**config.mk**
```make
export PLATFORM = sky130hd
export DESIGN_NAME = uart_tx_serializer
export DESIGN_NICKNAME = d
export VERILOG_FILES = /design/src/rtl/uart_tx_serializer.sv
export SDC_FILE = /design/constraint.sdc
export NUM_CORES = 1
export LEC_CHECK = 0
export ABC_AREA = 1
export CAP_MARGIN = 30
export CORE_MARGIN = 2
export CORE_UTILIZATION = 50
export CTS_CLUSTER_DIAMETER = 100
export DETAILED_ROUTE_END_ITERATION = 12
export DONT_BUFFER_PORTS = 1
export HOLD_SLACK_MARGIN = 0.05
export PLACE_DENSITY = 0.63
export SYNTH_ARGS = -nofsm -noshare
export SYNTH_HDL_FRONTEND = slang
export SYNTH_SLANG_ARGS = --single-unit
```
**constraint.sdc**
```tcl
create_clock -name clk -period 5.15 [get_ports clk]
set_input_delay 0.515 -clock clk [delete_from_list [all_inputs] [get_ports clk]]
set_output_delay 0.515 -clock clk [all_outputs]
set_load 0.05 [all_outputs]
```
**src/rtl/uart_tx_serializer.sv**
```systemverilog
// UART transmitter: accepts one word per valid/ready handshake and serializes it as
// start, 5-8 data bits LSB first, optional parity and 1-2 stop bits.
module uart_tx_serializer #(
  parameter int DATA_WIDTH = 8,
  parameter int DIV_WIDTH  = 16
) (
  input  logic                  clk,
  input  logic                  reset,
  input  logic [DIV_WIDTH-1:0]  baudDivisor,
  input  logic [4:0]            overSampling,
  input  logic [3:0]            dataType,
  input  logic                  parityEnable,
  input  logic                  parityType,
  input  logic [1:0]            stopBits,
  input  logic [DATA_WIDTH-1:0] txData,
  input  logic                  txValid,
  output logic                  txReady,
  output logic                  tx,
  output logic                  busy,
  output logic                  txDone
);

  typedef enum logic [2:0] {IDLE, START, DATA, PARITY, STOP} state_t;

  state_t                state_reg, state_next;
  logic [DIV_WIDTH-1:0]  div_reg, div_next, div_cnt_reg, div_cnt_next;
  logic [4:0]            os_reg, os_next, tick_cnt_reg, tick_cnt_next;
  logic [3:0]            nbits_reg, nbits_next, bit_idx_reg, bit_idx_next;
  logic                  par_en_reg, par_en_next, par_bit_reg, par_bit_next;
  logic                  stop2_reg, stop2_next;
  logic [DATA_WIDTH-1:0] shift_reg, shift_next;

  logic [DIV_WIDTH-1:0]  div_norm;
  logic [4:0]            os_norm;
  logic [3:0]            nbits_norm;
  logic [DATA_WIDTH-1:0] data_mask;
  logic                  par_norm;
  logic                  tick, bit_end;

  assign div_norm   = (baudDivisor == '0) ? DIV_WIDTH'(1) : baudDivisor;
  assign os_norm    = (overSampling == 5'd13) ? 5'd13 : 5'd16;
  assign nbits_norm = (dataType < 4'd5) ? 4'd5 : ((dataType > 4'd8) ? 4'd8 : dataType);

  // Only the bits that will actually be shifted out contribute to parity.
  genvar gi;
  generate
    for (gi = 0; gi < DATA_WIDTH; gi++) begin : g_mask
      assign data_mask[gi] = (gi < int'(nbits_norm));
    end
  endgenerate

  assign par_norm = (^(txData & data_mask)) ^ parityType;

  assign tick    = (div_cnt_reg == div_reg - DIV_WIDTH'(1));
  assign bit_end = tick && (tick_cnt_reg == os_reg - 5'd1);

  assign txReady = (state_reg == IDLE) && reset;
  assign busy    = (state_reg != IDLE);
  assign txDone  = (state_reg == STOP) && bit_end && (bit_idx_reg[0] == stop2_reg);

  always_comb begin
    tx = 1'b1;
    case (state_reg)
      START:   tx = 1'b0;
      DATA:    tx = shift_reg[0];
      PARITY:  tx = par_bit_reg;
      default: tx = 1'b1;
    endcase
  end

  always_comb begin
    state_next    = state_reg;
    div_next      = div_reg;
    os_next       = os_reg;
    nbits_next    = nbits_reg;
    par_en_next   = par_en_reg;
    par_bit_next  = par_bit_reg;
    stop2_next    = stop2_reg;
    shift_next    = shift_reg;
    bit_idx_next  = bit_idx_reg;
    div_cnt_next  = div_cnt_reg;
    tick_cnt_next = tick_cnt_reg;

    if (state_reg != IDLE) begin
      div_cnt_next  = tick ? '0 : div_cnt_reg + DIV_WIDTH'(1);
      tick_cnt_next = bit_end ? '0 : (tick ? tick_cnt_reg + 5'd1 : tick_cnt_reg);
    end

    case (state_reg)
      IDLE: begin
        if (txValid && txReady) begin
          state_next    = START;
          div_next      = div_norm;
          os_next       = os_norm;
          nbits_next    = nbits_norm;
          par_en_next   = parityEnable;
          par_bit_next  = par_norm;
          stop2_next    = (stopBits == 2'd2);
          shift_next    = txData;
          bit_idx_next  = '0;
          div_cnt_next  = '0;
          tick_cnt_next = '0;
        end
      end
      START: begin
        if (bit_end) begin
          state_next   = DATA;
          bit_idx_next = '0;
        end
      end
      DATA: begin
        if (bit_end) begin
          shift_next = shift_reg >> 1;
          if (bit_idx_reg == nbits_reg - 4'd1) begin
            bit_idx_next = '0;
            state_next   = par_en_reg ? PARITY : STOP;
          end else begin
            bit_idx_next = bit_idx_reg + 4'd1;
          end
        end
      end
      PARITY: begin
        if (bit_end) begin
          state_next   = STOP;
          bit_idx_next = '0;
        end
      end
      STOP: begin
        if (bit_end) begin
          if (txDone) state_next = IDLE;
          else        bit_idx_next = bit_idx_reg + 4'd1;
        end
      end
      default: state_next = IDLE;
    endcase
  end

  always_ff @(posedge clk or negedge reset) begin
    if (!reset) begin
      state_reg    <= IDLE;
      div_reg      <= DIV_WIDTH'(1);
      os_reg       <= 5'd16;
      nbits_reg    <= 4'd8;
      par_en_reg   <= 1'b0;
      par_bit_reg  <= 1'b0;
      stop2_reg    <= 1'b0;
      shift_reg    <= '0;
      bit_idx_reg  <= '0;
      div_cnt_reg  <= '0;
      tick_cnt_reg <= '0;
    end else begin
      state_reg    <= state_next;
      div_reg      <= div_next;
      os_reg       <= os_next;
      nbits_reg    <= nbits_next;
      par_en_reg   <= par_en_next;
      par_bit_reg  <= par_bit_next;
      stop2_reg    <= stop2_next;
      shift_reg    <= shift_next;
      bit_idx_reg  <= bit_idx_next;
      div_cnt_reg  <= div_cnt_next;
      tick_cnt_reg <= tick_cnt_next;
    end
  end

endmodule
```
## Word level (Yosys, flattened, before mapping)

Index checks and enable logic that the tools add are counted.

- Output and inout bits: 4
- Register bits: 64

- $add $sub $neg: 6
- Equal/unequal tests: 19
- Bitwise operators: 2
- Muxes and demuxes: 33
- Reduce and logical (&&, ||, !) cells: 16
- Magnitude comparators: 10

Operator list:

| cell | count |
|---|---|
| two-way mux 16 bit | 5 |
| two-way mux 4 bit | 8 |
| two-way mux 5 bit | 6 |
| two-way mux 3 bit | 8 |
| adder 16 x 1 -> 16 bit, second input constant | 1 |
| equality test 16 bit | 1 |
| zero test 16 bit | 1 |
| less-than comparator 3 x 4 -> 1 bit, first input constant | 4 |
| two-way mux 8 bit | 2 |
| one-hot mux 4 bit (4 select lines) | 1 |
| one-hot mux 8 bit (2 select lines) | 1 |
| subtractor 16 x 1 -> 16 bit, second input constant | 1 |
| one-hot mux 3 bit (5 select lines) | 1 |
| inequality test 2 bit, second input constant | 7 |
| bitwise AND 8 bit | 1 |
| less-than comparator 1 x 4 -> 1 bit, first input constant | 2 |
| less-than comparator 2 x 4 -> 1 bit, first input constant | 2 |
| parity 8 bit | 1 |
| AND reduction 7 bit | 1 |
| equality test 3 x 2 -> 1 bit, second input constant | 2 |
| AND reduction 6 bit | 1 |
| adder 5 x 1 -> 5 bit, second input constant | 1 |
| equality test 5 x 4 -> 1 bit, second input constant | 1 |
| equality test 5 bit | 1 |
| other kinds (21) | 26 |

## Depth between registers and ports, before layout

Gate-level depths: netlist of run 1.

- Word-level depth: 8
- Depth in mapped cells: 17

## Worst setup path after synthesis of run 1

Ideal clock, no wire load.

- Path type: register to output
- Start point: reg div_reg[0]
- End point: out txDone
- Required time: 4.635 ns
- Cell stages (with the launch flop): 14
- Path buffers: 0
- Data arrival time: 2.079 ns
- Slack: 2.556 ns
- Path through: dfstp_2 -> inv_2 -> ha_1 -> inv_1 -> nand2_1 -> nand2_1 -> nand3_1 -> nor2_1 -> nand2_1 -> nor2_1 -> nand4_1 -> nor2_4 -> nand3_2 -> inv_1

- Word-level cells in the longest chain between the ends: 5

RTL lines:

| what | line | RTL |
|---|---|---|
| start: declaration | 26 | `logic [DIV_WIDTH-1:0] div_reg, div_next, div_cnt_reg, div_cnt_next;` |
| start signal: assignment | 153 | `div_reg <= div_next;` |
| subtractor 16 x 1 -> 16 bit | 54 | `assign tick = (div_cnt_reg == div_reg - DIV_WIDTH'(1));` |
| equality test 16 bit | 54 |  |
| logical AND 1 bit | 55 | `assign bit_end = tick && (tick_cnt_reg == os_reg - 5'd1);` |
| logical AND 1 bit (2 in a row) | 59 | `assign txDone = (state_reg == STOP) && bit_end && (bit_idx_reg[0] == stop2_reg);` |
| end: declaration | 20 | `output logic txDone` |

No other way between the ends.

## Worst setup path after layout of run 1

Ends and elaborated chain as after synthesis.

==> metrics, run 1 <==
core area 0.00813 mm^2; post-CTS resize count 0; crit path max fanout 6; # nets final between 600 and 700; FP Rows 33; ys flop type dfrtp_1; post-DP HPWL 6.94 mm; TritonRoute pass-1 iters 5; Post-CTS Setup Bufs 0; IO Port Bufs 0; final setup TNS 0 ns; Post-Syn Area per Cell between 7 and 8 um^2; initial antenna violation count 0; Die W ~95 um; Routed Antenna Nets 0; worst vdd ir 0.000243 V; max-cap violation count 0; H-tree depth 3; met3 usage 4.43%; CTS tree yes; Tightest Hold Check Type input pin to register; # DRC 0; Max Root-Sink Buffers 2; vias ~3.6k; status finished clean; adder-cell share of the synthesized area 1.51%; fraction of layout cells with a size suffix above 1 16.0%; area fraction in compound gates after synthesis 7.77%; first-pass GRT wire length 15.7 mm; area delta synth->final 7.50%; Area contributors post-synth dfrtp_1 (35%), nand2_1 (16%), inv_1 (6.0%), nand3_1 (4.0%), nor2_1 (4.0%); Detailed Route WL 9.27 mm; RSZ-0062 raised after global routing no; Worst-Skew Late Latency 0.35 ns; Synth Net Count 626; Syn. warnings 0; WS Path Type register to output port; Slew @ Worst Pin 0.643 ns; Inserted Clock Buffers 9; simple-gate share of the synthesized area 39.5%; die area 0.00906 mm^2; Worst Setup Start Kind register; Setup Skew 0.00970 ns; vias in the first global route 3404; Post-synth EDFFs 0; initial DRC count 223; Filler cells between 700 and 800; Starting Density 51.1%; largest family of logic cells by synthesized area simple AND/OR/NAND/NOR gates; grt total ovfl 0; headroom to the max-slew limit 57.0%; largest net degree at the start of global routing 62; slowest stage delay, CP 0.54 ns; Final Hold Fails 0; post-synthesis sequential area ratio a little under two fifths; most frequent CP cell nand2_1; Tmin final 3.18 ns; met1 Track Usage GR 32.5%; Clk pin slew, worst setup/hold paths 0.08 ns; height of the chip 95.2 um; Via density 5.10; cell area after synthesis 0.00416 mm^2; post-synthesis mux area share 0%; pwr dens approximately 540 mW/mm^2; met2 Usage GRT 33.7%; xor/xnor share of the synthesized area under 10%; Total Power 2.42 mW; area leader, netlist dfrtp_1; Post-synth ARST share 100%; Routed wire per std cell 13.3 um; IO Count 44; diode count 0; top-count cell post-synth nand2_1; highest clock rate between 300 and 400 MHz; flops & latches, synth 61; setup violators final 0; CP Cell Sequence inv_2 > ha_1 > inv_1 > nand2_1 > nand2_1 > nand3_1 > nor2_1 > nand2_1 > nor2_1 > nand4_1 > nor2_4 > nand3_2 > inv_1; Crit path required time between 4 and 5 ns; Worst setup EP type output port; Tcrit/Tclk final 61.8%; Root Buffer clkbuf_8; busiest grt layer met2; Leak around 2.3 nW; GPL Wtd Cong 0.852; fin. max-slew vios 0; gr usage total 22.3%; Distinct cells, synth 38; synthesized instance count 581; Sink Count 61; WP data arrival 2.67 ns; Synth top cells by count nand2_1 (179), inv_1 (66), dfrtp_1 (58); slowest stage cell on the critical path dfstp_2; Synth top area share 34.9%
==> power breakdown <==
group | internal, mW | switching [mW]
clock network | 0.176 | 0.213
logic | 0.406 | 0.800
registers | 0.663 | 0.166
total | 1.24 | 1.18
==> cell type report <==
cell class                      count  area (um^2)  share of cell area, %
Multi-Input combinational cell    428         2260                   50.6
Sequential cell                    61         1530                   34.3
Inverter                           82          308                   6.89
Tap cell                          105          131                   2.94
Clock buffer                        9          124                   2.77
Timing Repair Buffer                5         60.1                   1.34
Clock inverter                      7         51.3                   1.15
==> critical path, delay by kind of cell, from the launching register on <==
family	cells	cell delay (ns)
buffers and inverters	3	0.49
and+or+nand+nor	9	0.99
DFF	1	0.54
adders and majority gates	1	0.30
==> stage by stage <==
stage / hold WS (ns) / utilization, % / worst slack (ns) / cells / area [um^2]
after floorplan: 0.219 / - / 2.56 / 581 / 4160
after global placement: 0.221 / 52.2 / 2.18 / 678 / 4250
after detailed placement: 0.222 / 52.2 / 2.11 / 678 / 4250
after CTS: 0.271 / 54.8 / 1.95 / 696 / 4460
after global routing: 0.278 / 54.9 / 1.69 / 697 / 4470
final: 0.278 / 54.9 / 1.97 / 697 / 4470
==> layer usage <==
layer	up-vias	wire, um
li1	1847	-
met4	0	106
met3	9	403
met2	60	4080
met5	-	0
met1	1639	4680
==> kinds of logic (layout without fill, tap and decap cells) <==
logic type | Yosys count | in the layout
and+or+nand+nor | 339 | 339
adders and majority gates | 5 | 5
AOI/OAI and AO/OA | 57 | 57
DFF | 61 | 61
buffers and inverters | 92 | 103
xor gates and xnor gates | 27 | 27
==> timing repair <==
item / CTS / global route
hold buffers: 2 / 0
setup endpoints to repair: 0 / 0
hold endpoints to repair: 61 / 0
==> cell usage in the layout (no fill, tap or decap), types with 2 or more instances in the layout <==
cell	synthesis	final
a21oi_1	10	10
a21oi_2	3	3
and2_1	2	2
buf_4	0	3
clkbuf_8	0	9
clkinv_2	0	2
clkinv_4	0	2
clkinvlp_4	0	2
dfrtp_1	58	58
dfstp_2	3	3
ha_1	5	5
inv_1	66	66
inv_2	16	16
nand2_1	179	179
nand2_2	11	11
nand3_1	33	33
nand3_2	13	13
nand3b_1	5	5
nand3b_2	3	3
nand4_1	15	15
nor2_1	44	44
nor2_2	11	11
nor2_4	4	4
nor3_1	4	4
nor4_1	6	6
o21ai_0	31	31
o21ai_1	5	5
o21ai_2	4	4
or2_1	2	2
or2_2	3	3
xnor2_1	14	14
xor2_1	13	13
==> final timing paths <==
kind	startpoint	endpoint	slack, ns	cells after the start
setup reg to reg	state_reg[0]$_DFFE_PN0P_	shift_reg[6]$_DFFE_PN0P_	2.10	12
min in group asynchronous	reset	div_cnt_reg[2]$_DFF_PN0_	0.69	2
max in group asynchronous	reset	nbits_reg[3]$_DFFE_PN1P_	4.16	2
hold / removal	dataType[3]	nbits_reg[2]$_DFFE_PN0P_	0.28	1
setup / recovery	div_reg[0]$_DFFE_PN1P_	txDone	1.97	13
hold reg to reg	shift_reg[3]$_DFFE_PN0P_	shift_reg[3]$_DFFE_PN0P_	0.49	2
No activity file was read; power rests on OpenSTA's default activity.
==> run 2, diff against run 1 <==
- PLACE_DENSITY: 0.63 -> 0.66
- clock period: 5.15 -> 2.8 ns (I/O delays scaled with it)
==> run 2 against run 1 <==
Against the previous run:
- setup slack worse by 1.8 ns
- sequential share of layout area down 1.6 points
- register-to-register slack worse by 1.7 ns
- largest cell class unchanged
- largest power group unchanged
==> metrics, run 2 (synthesis results as in run 1) <==
status finished clean; Detailed Route WL 9.43 mm (+1.7%); slowest stage delay, CP 0.54 ns (about the same); CTS tree yes; Setup Skew 0.0140 ns (+0.00429 ns); final setup TNS 0 ns (unchanged); setup violators final 0 (unchanged); Die W 95.2 um (unchanged); Inst Count DP 682 (+0.59%); largest net degree at the start of global routing 62 (unchanged); CP Cell Sequence inv_2 > ha_4 > inv_1 > nand2_1 > nand2_1 > nand3_1 > nor2_1 > nand2_1 > nor2_2 > nand4_1 > nor2_4 > nand3_4 > clkinvlp_4; initial antenna violation count 0 (unchanged); commonest cells after routing, fill and taps aside nand2_1 (179), inv_1 (65), dfrtp_1 (58); Via density 5.17 (+1.4%); Comb pwr share 49.9% (about the same); diode count 0 (unchanged); GPL Wtd Cong 0.908 (+6.6%); vias 3699 (+4.1%); Crit path max-delay family simple AND/OR/NAND/NOR gates; Worst Setup Start Kind register; H-tree depth 3 (unchanged); Tightest Hold Check Type input pin to register; hold_ws 0.0732 ns (-0.205 ns); Inserted Clock Buffers 9 (unchanged); die area 0.00906 mm^2 (unchanged); Sink Count 61 (unchanged); sequential share of power 33.0% (-1.2 points); # nets final 650 (+2.8%); Starting Density 51.1% (unchanged); Worst setup EP type output port; fin. max-slew vios 0 (unchanged); most common cell after layout, fill and taps aside nand2_1; pwr dens 989 mW/mm^2 (+82%); Routed Antenna Nets 0 (unchanged); TritonRoute pass-1 iters 4 (-1); Total Power 4.63 mW (+91%); crit path max fanout 4 (-2); Routed wire per std cell 13.2 um (-0.88%); fraction of layout cells with a size suffix above 1 17.0% (+1.0 points); Max Root-Sink Buffers 2 (unchanged); IO Count 44 (unchanged); Final Hold Fails 0 (unchanged); slowest stage cell on the critical path dfstp_2; Leak 2.36 nW (+3.2%); Crit path required time 2.52 ns (-2.12 ns); Root Buffer clkbuf_8; Multi-input gate area 0.00228 mm^2 (+1.0%); Clk pin slew, worst setup/hold paths 0.07 ns (about the same); grt total ovfl 0 (unchanged); WP data arrival 2.34 ns (-0.33 ns); max-cap violation count 0 (unchanged); clock network power share 17.1% (+1.1 points); core area 0.00813 mm^2 (unchanged); internal power 2.44 mW (+96%); vias in the first global route 3602 (+5.8%); Tmin final 2.62 ns; RSZ-0062 raised after global routing no; IO Port Bufs 0 (unchanged); switching pwr 2.20 mW (+86%); height of the chip 95.2 um (unchanged); headroom to the max-slew limit 55.5% (-1.5 points); Worst-Skew Late Latency 0.35 ns (about the same); Core Util, Final 57.6% (+2.6 points); # DRC 0 (unchanged); Slew @ Worst Pin 0.663 ns (+0.0199 ns); Seq. cell area 0.00153 mm^2 (unchanged); sw frac 47.4% (-1.2 points); Filler cells 748 (-3.4%); most frequent CP cell nand2_1; post-DP HPWL 7.04 mm (+1.3%); first-pass GRT wire length 16.2 mm (+3.3%); WS Path Type register to output port; FP Rows 33 (unchanged); non-filler cells, final 715 (+2.6%); area delta synth->final 12.7%; worst vdd ir 0.000476 V (+96%); Tcrit/Tclk final 93.7%; gr usage total 23.0% (+0.64 points); highest clock rate 381 MHz; initial DRC count 124 (-44%); buffer and inverter count on the worst path 3 (unchanged)
[run 2: path summary, 6_finish.rpt]
kind / from / endpoint / slack [ns] / cells after the start
setup / recovery: div_reg[0]$_DFFE_PN1P_ / txDone / 0.18 / 13
hold / removal: baudDivisor[6] / div_reg[6]$_DFFE_PN0P_ / 0.07 / 2
setup reg to reg: div_reg[0]$_DFFE_PN1P_ / div_cnt_reg[4]$_DFF_PN0_ / 0.37 / 17
hold reg to reg: shift_reg[7]$_DFFE_PN0P_ / shift_reg[7]$_DFFE_PN0P_ / 0.47 / 2
max in group asynchronous: reset / os_reg[4]$_DFFE_PN1P_ / 2.01 / 2
min in group asynchronous: reset / tick_cnt_reg[4]$_DFF_PN0_ / 0.50 / 2
[run 2: timing repair]
item / 4_1_cts / 5_1_grt
resized for setup: 1 / 3
setup buffers: 1 / 2
endpoints found under the setup margin: 1 / 1
endpoints found under the hold margin: 73 / 0
pin swaps: 1 / 1
hold buffers: 14 / 0
[run 2: routing by layer]
metal	vias to the layer above	wire, um	share of wire, %	GRT usage [%]
met3	15	456	4.8	4.66
met2	82	4350	46	36.9
met1	1715	4490	48	30.7
li1	1887	-	-	-
met5	-	0	0	0
met4	0	134	1.4	8.57
[run 2: worst register-to-register path, stage by stage, from the launching register on]
cell and delay [ns]:
dfstp_2 0.54, inv_2 0.07, ha_4 0.24, inv_1 0.05, nand2_1 0.04, nand2_1 0.05
nand3_1 0.09, nor2_1 0.10, nand2_1 0.07, nor2_2 0.09, nand4_1 0.13, nor2_4 0.17
buf_4 0.15, nand2_2 0.09, nand2_2 0.11, inv_2 0.15, nand3b_1 0.13, inv_1 0.04
[run 2: through the flow]
step / cell area, um^2 / setup WS [ns]
floorplan: 4160 / 0.353
global placement: 4280 / 0.318
detailed placement: 4280 / 0.272
CTS: 4640 / 0.0453
global route: 4680 / 0.0173
finish: 4680 / 0.175
[run 2: final cells by class]
| cell class | count | area share, % |
|---|---|---|
| Timing Repair Buffer | 23 | 4.81 |
| Inverter | 82 | 6.65 |
| Clock inverter | 7 | 1.60 |
| Sequential cell | 61 | 32.7 |
| Tap cell | 105 | 2.81 |
| Multi-Input combinational cell | 428 | 48.8 |
| Clock buffer | 9 | 2.65 |
[run 2: power by group through the flow]
stage	Clock (mW)	Sequential (mW)	Combinational [mW]
after global placement	0	1.53	2.18
after CTS	0.817	1.53	2.28
final	0.793	1.53	2.31
after detailed placement	0	1.54	2.24
after floorplan	0	1.46	1.87
after global routing	0.856	1.57	2.66
==> run 3, diff against run 2 <==
- PLACE_DENSITY: 0.66 -> 0.71
- clock period: 2.8 -> 3.4 ns (I/O delays scaled with it)
==> run 3 against run 2 <==
Against the previous run:
- setup slack better by 0.22 ns
- clock power is 7.6% lower
- largest power group unchanged
- sequential power is 18% lower
- non-clock buffer count is 17 lower
- power is 17% lower
==> metrics, run 3 (synthesis results as in run 1) <==
Crit path required time 3.06 ns (+0.54 ns); Clk pin slew, worst setup/hold paths 0.08 ns (about the same); most common cell after layout, fill and taps aside nand2_1; largest net degree at the start of global routing 62 (unchanged); slowest stage cell on the critical path dfstp_2; Tmin final 3.01 ns; # nets final 633 (-2.6%); Tcrit/Tclk final between 80% and 90%; height of the chip 95.2 um (unchanged); commonest cells after routing, fill and taps aside nand2_1 (179), inv_1 (66), dfrtp_1 (58); Tightest Hold Check Type input pin to register; WS Path Type register to output port; die area 0.00906 mm^2 (unchanged); met3 WL 381 um (-16%); fraction of layout cells with a size suffix above 1 16.2% (-0.86 points); highest routed layer met4; Leak 2.32 nW (-1.9%); setup violators final 0 (unchanged); non-filler cells, final 698 (-2.4%); status finished clean; Setup WS pre-CTS 0.803 ns (+0.531 ns); Max Root-Sink Buffers 2 (unchanged); Sink Count 61 (unchanged); most frequent CP cell nand2_1; Worst-Skew Late Latency 0.35 ns (about the same); CTS tree yes; initial DRC count 175 (+41%); switching pwr 1.82 mW (-17%); Final Hold Fails 0 (unchanged); vias 3653 (-1.2%); pwr dens 853 mW/mm^2 (-14%); headroom to the max-slew limit 57.2% (+1.8 points); RSZ-0062 raised after global routing no; diode count 0 (unchanged); clock network power share 19.0% (+1.9 points); IO Count 44 (unchanged); GPL Wtd Cong 0.944 (+3.9%); WP data arrival 2.67 ns (+0.33 ns); Comb pwr share 48.2% (-1.7 points); post-DP HPWL 7.20 mm (+2.3%); TritonRoute pass-1 iters 5 (+1); Setup Skew 0.0122 ns (-0.00182 ns); origin of the worst min-delay path dataType[3]; Slew @ Worst Pin 0.639 ns (-0.0234 ns); first-pass GRT wire length 16.4 mm (+1.2%); IO Port Bufs 0 (unchanged); CP Launch Point div_reg[0]$_DFFE_PN1P_; Worst setup EP type output port; grt total ovfl 0 (unchanged); final setup TNS 0 ns (unchanged); CP Cell Sequence inv_2 > ha_1 > inv_1 > nand2_1 > nand2_1 > nand3_1 > nor2_1 > nand2_1 > nor2_1 > nand4_1 > nor2_4 > nand3_2 > inv_1; # DRC 0 (unchanged); core area 0.00813 mm^2 (unchanged); Starting Density 51.1% (unchanged); FP Rows 33 (unchanged); sw frac 47.1% (-0.30 points); Filler cells 779 (+4.1%); WL met2 4.37 mm (+0.55%); Die W 95.2 um (unchanged); Via density 5.23 (+1.2%); area delta synth->final 8.82%; Reg2Reg Launch Point state_reg[0]$_DFFE_PN0P_; initial antenna violation count 0 (unchanged); reg2reg end div_cnt_reg[14]$_DFF_PN0_; flop-to-flop setup slack 0.88 ns (+0.51 ns); worst vdd ir 0.000343 V (-28%); setup ws final 0.392 ns (+0.217 ns); Inst Count DP 680 (-0.29%); R2R depth 11 (-6); # hold bufs at CTS 2 (-12); Root Buffer clkbuf_8; Inserted Clock Buffers 9 (unchanged); met1 WL 4.63 mm (+3.1%); Post-CTS Setup Bufs 0 (-1); highest clock rate 332 MHz; gr usage total 23.1% (+0.10 points); post-CTS resize count 0 (-1); Worst Setup Start Kind register; fin. max-slew vios 0 (unchanged); crit path max fanout 6 (+2); Multi-input gate area 0.00226 mm^2 (-0.99%); Hold Path Sink nbits_reg[2]$_DFFE_PN0P_; H-tree depth 3 (unchanged); Routed wire per std cell 13.7 um (+3.6%); Routed Antenna Nets 0 (unchanged); internal power 2.04 mW (-16%); slowest stage delay, CP 0.54 ns (about the same); hold depth 1 (-1); sequential share of power 32.8% (-0.2 points); vias in the first global route 3627 (+0.69%); Seq. cell area 0.00153 mm^2 (unchanged); Detailed Route WL 9.53 mm (+1.1%); max-cap violation count 0 (unchanged); hold_ws 0.101 ns (+0.0274 ns)
==> run 3: power groups by stage <==
| stage | clock (mW) | sequential (mW) | combinational [mW] |
|---|---|---|---|
| floorplan | 0 | 1.20 | 1.54 |
| global placement | 0 | 1.26 | 1.77 |
| detailed placement | 0 | 1.27 | 1.82 |
| CTS | 0.749 | 1.26 | 1.85 |
| global route | 0.784 | 1.30 | 2.12 |
| finish | 0.733 | 1.26 | 1.86 |
==> run 3: stage by stage <==
stage               util [%]  area, um^2  total power [mW]
floorplan                  -        4160              2.74
global placement        52.4        4260              3.03
detailed placement      52.4        4260              3.09
CTS                     55.6        4520              3.86
global route            55.6        4520              4.20
finish                  55.6        4520              3.86
==> run 3: worst max-delay path: cells and delay by family (launching register included) <==
| kind | cells | cell delay [ns] |
|---|---|---|
| adder cells (fa/ha/maj) | 1 | 0.30 |
| flip-flops | 1 | 0.54 |
| AND/OR/NAND/NOR | 9 | 1.00 |
| buffers and inverters | 3 | 0.49 |
==> run 3: layout make-up <==
type / count / area share [%]
Multi-Input combinational cell: 428 / 50.0
Sequential cell: 61 / 33.8
Inverter: 82 / 6.81
Tap cell: 105 / 2.91
Clock buffer: 9 / 2.74
Clock inverter: 7 / 2.19
Timing Repair Buffer: 6 / 1.49
==> run 3: worst max path at each step <==
stage                               endpoint  slack [ns]  depth (start not counted)
floorplan           shift_reg[3]$_DFFE_PN0P_        0.95                         11
global route                          txDone        0.20                         13
finish                                txDone        0.39                         13
CTS                                   txDone        0.41                         13
global placement                      txDone        0.85                         13
detailed placement                    txDone        0.80                         13
==> run 3: per-layer routing <==
layer	up-vias	track usage (%)
met5	-	0
met2	69	37.1
met1	1713	31.3
met3	13	4.74
met4	0	7.25
li1	1858	-
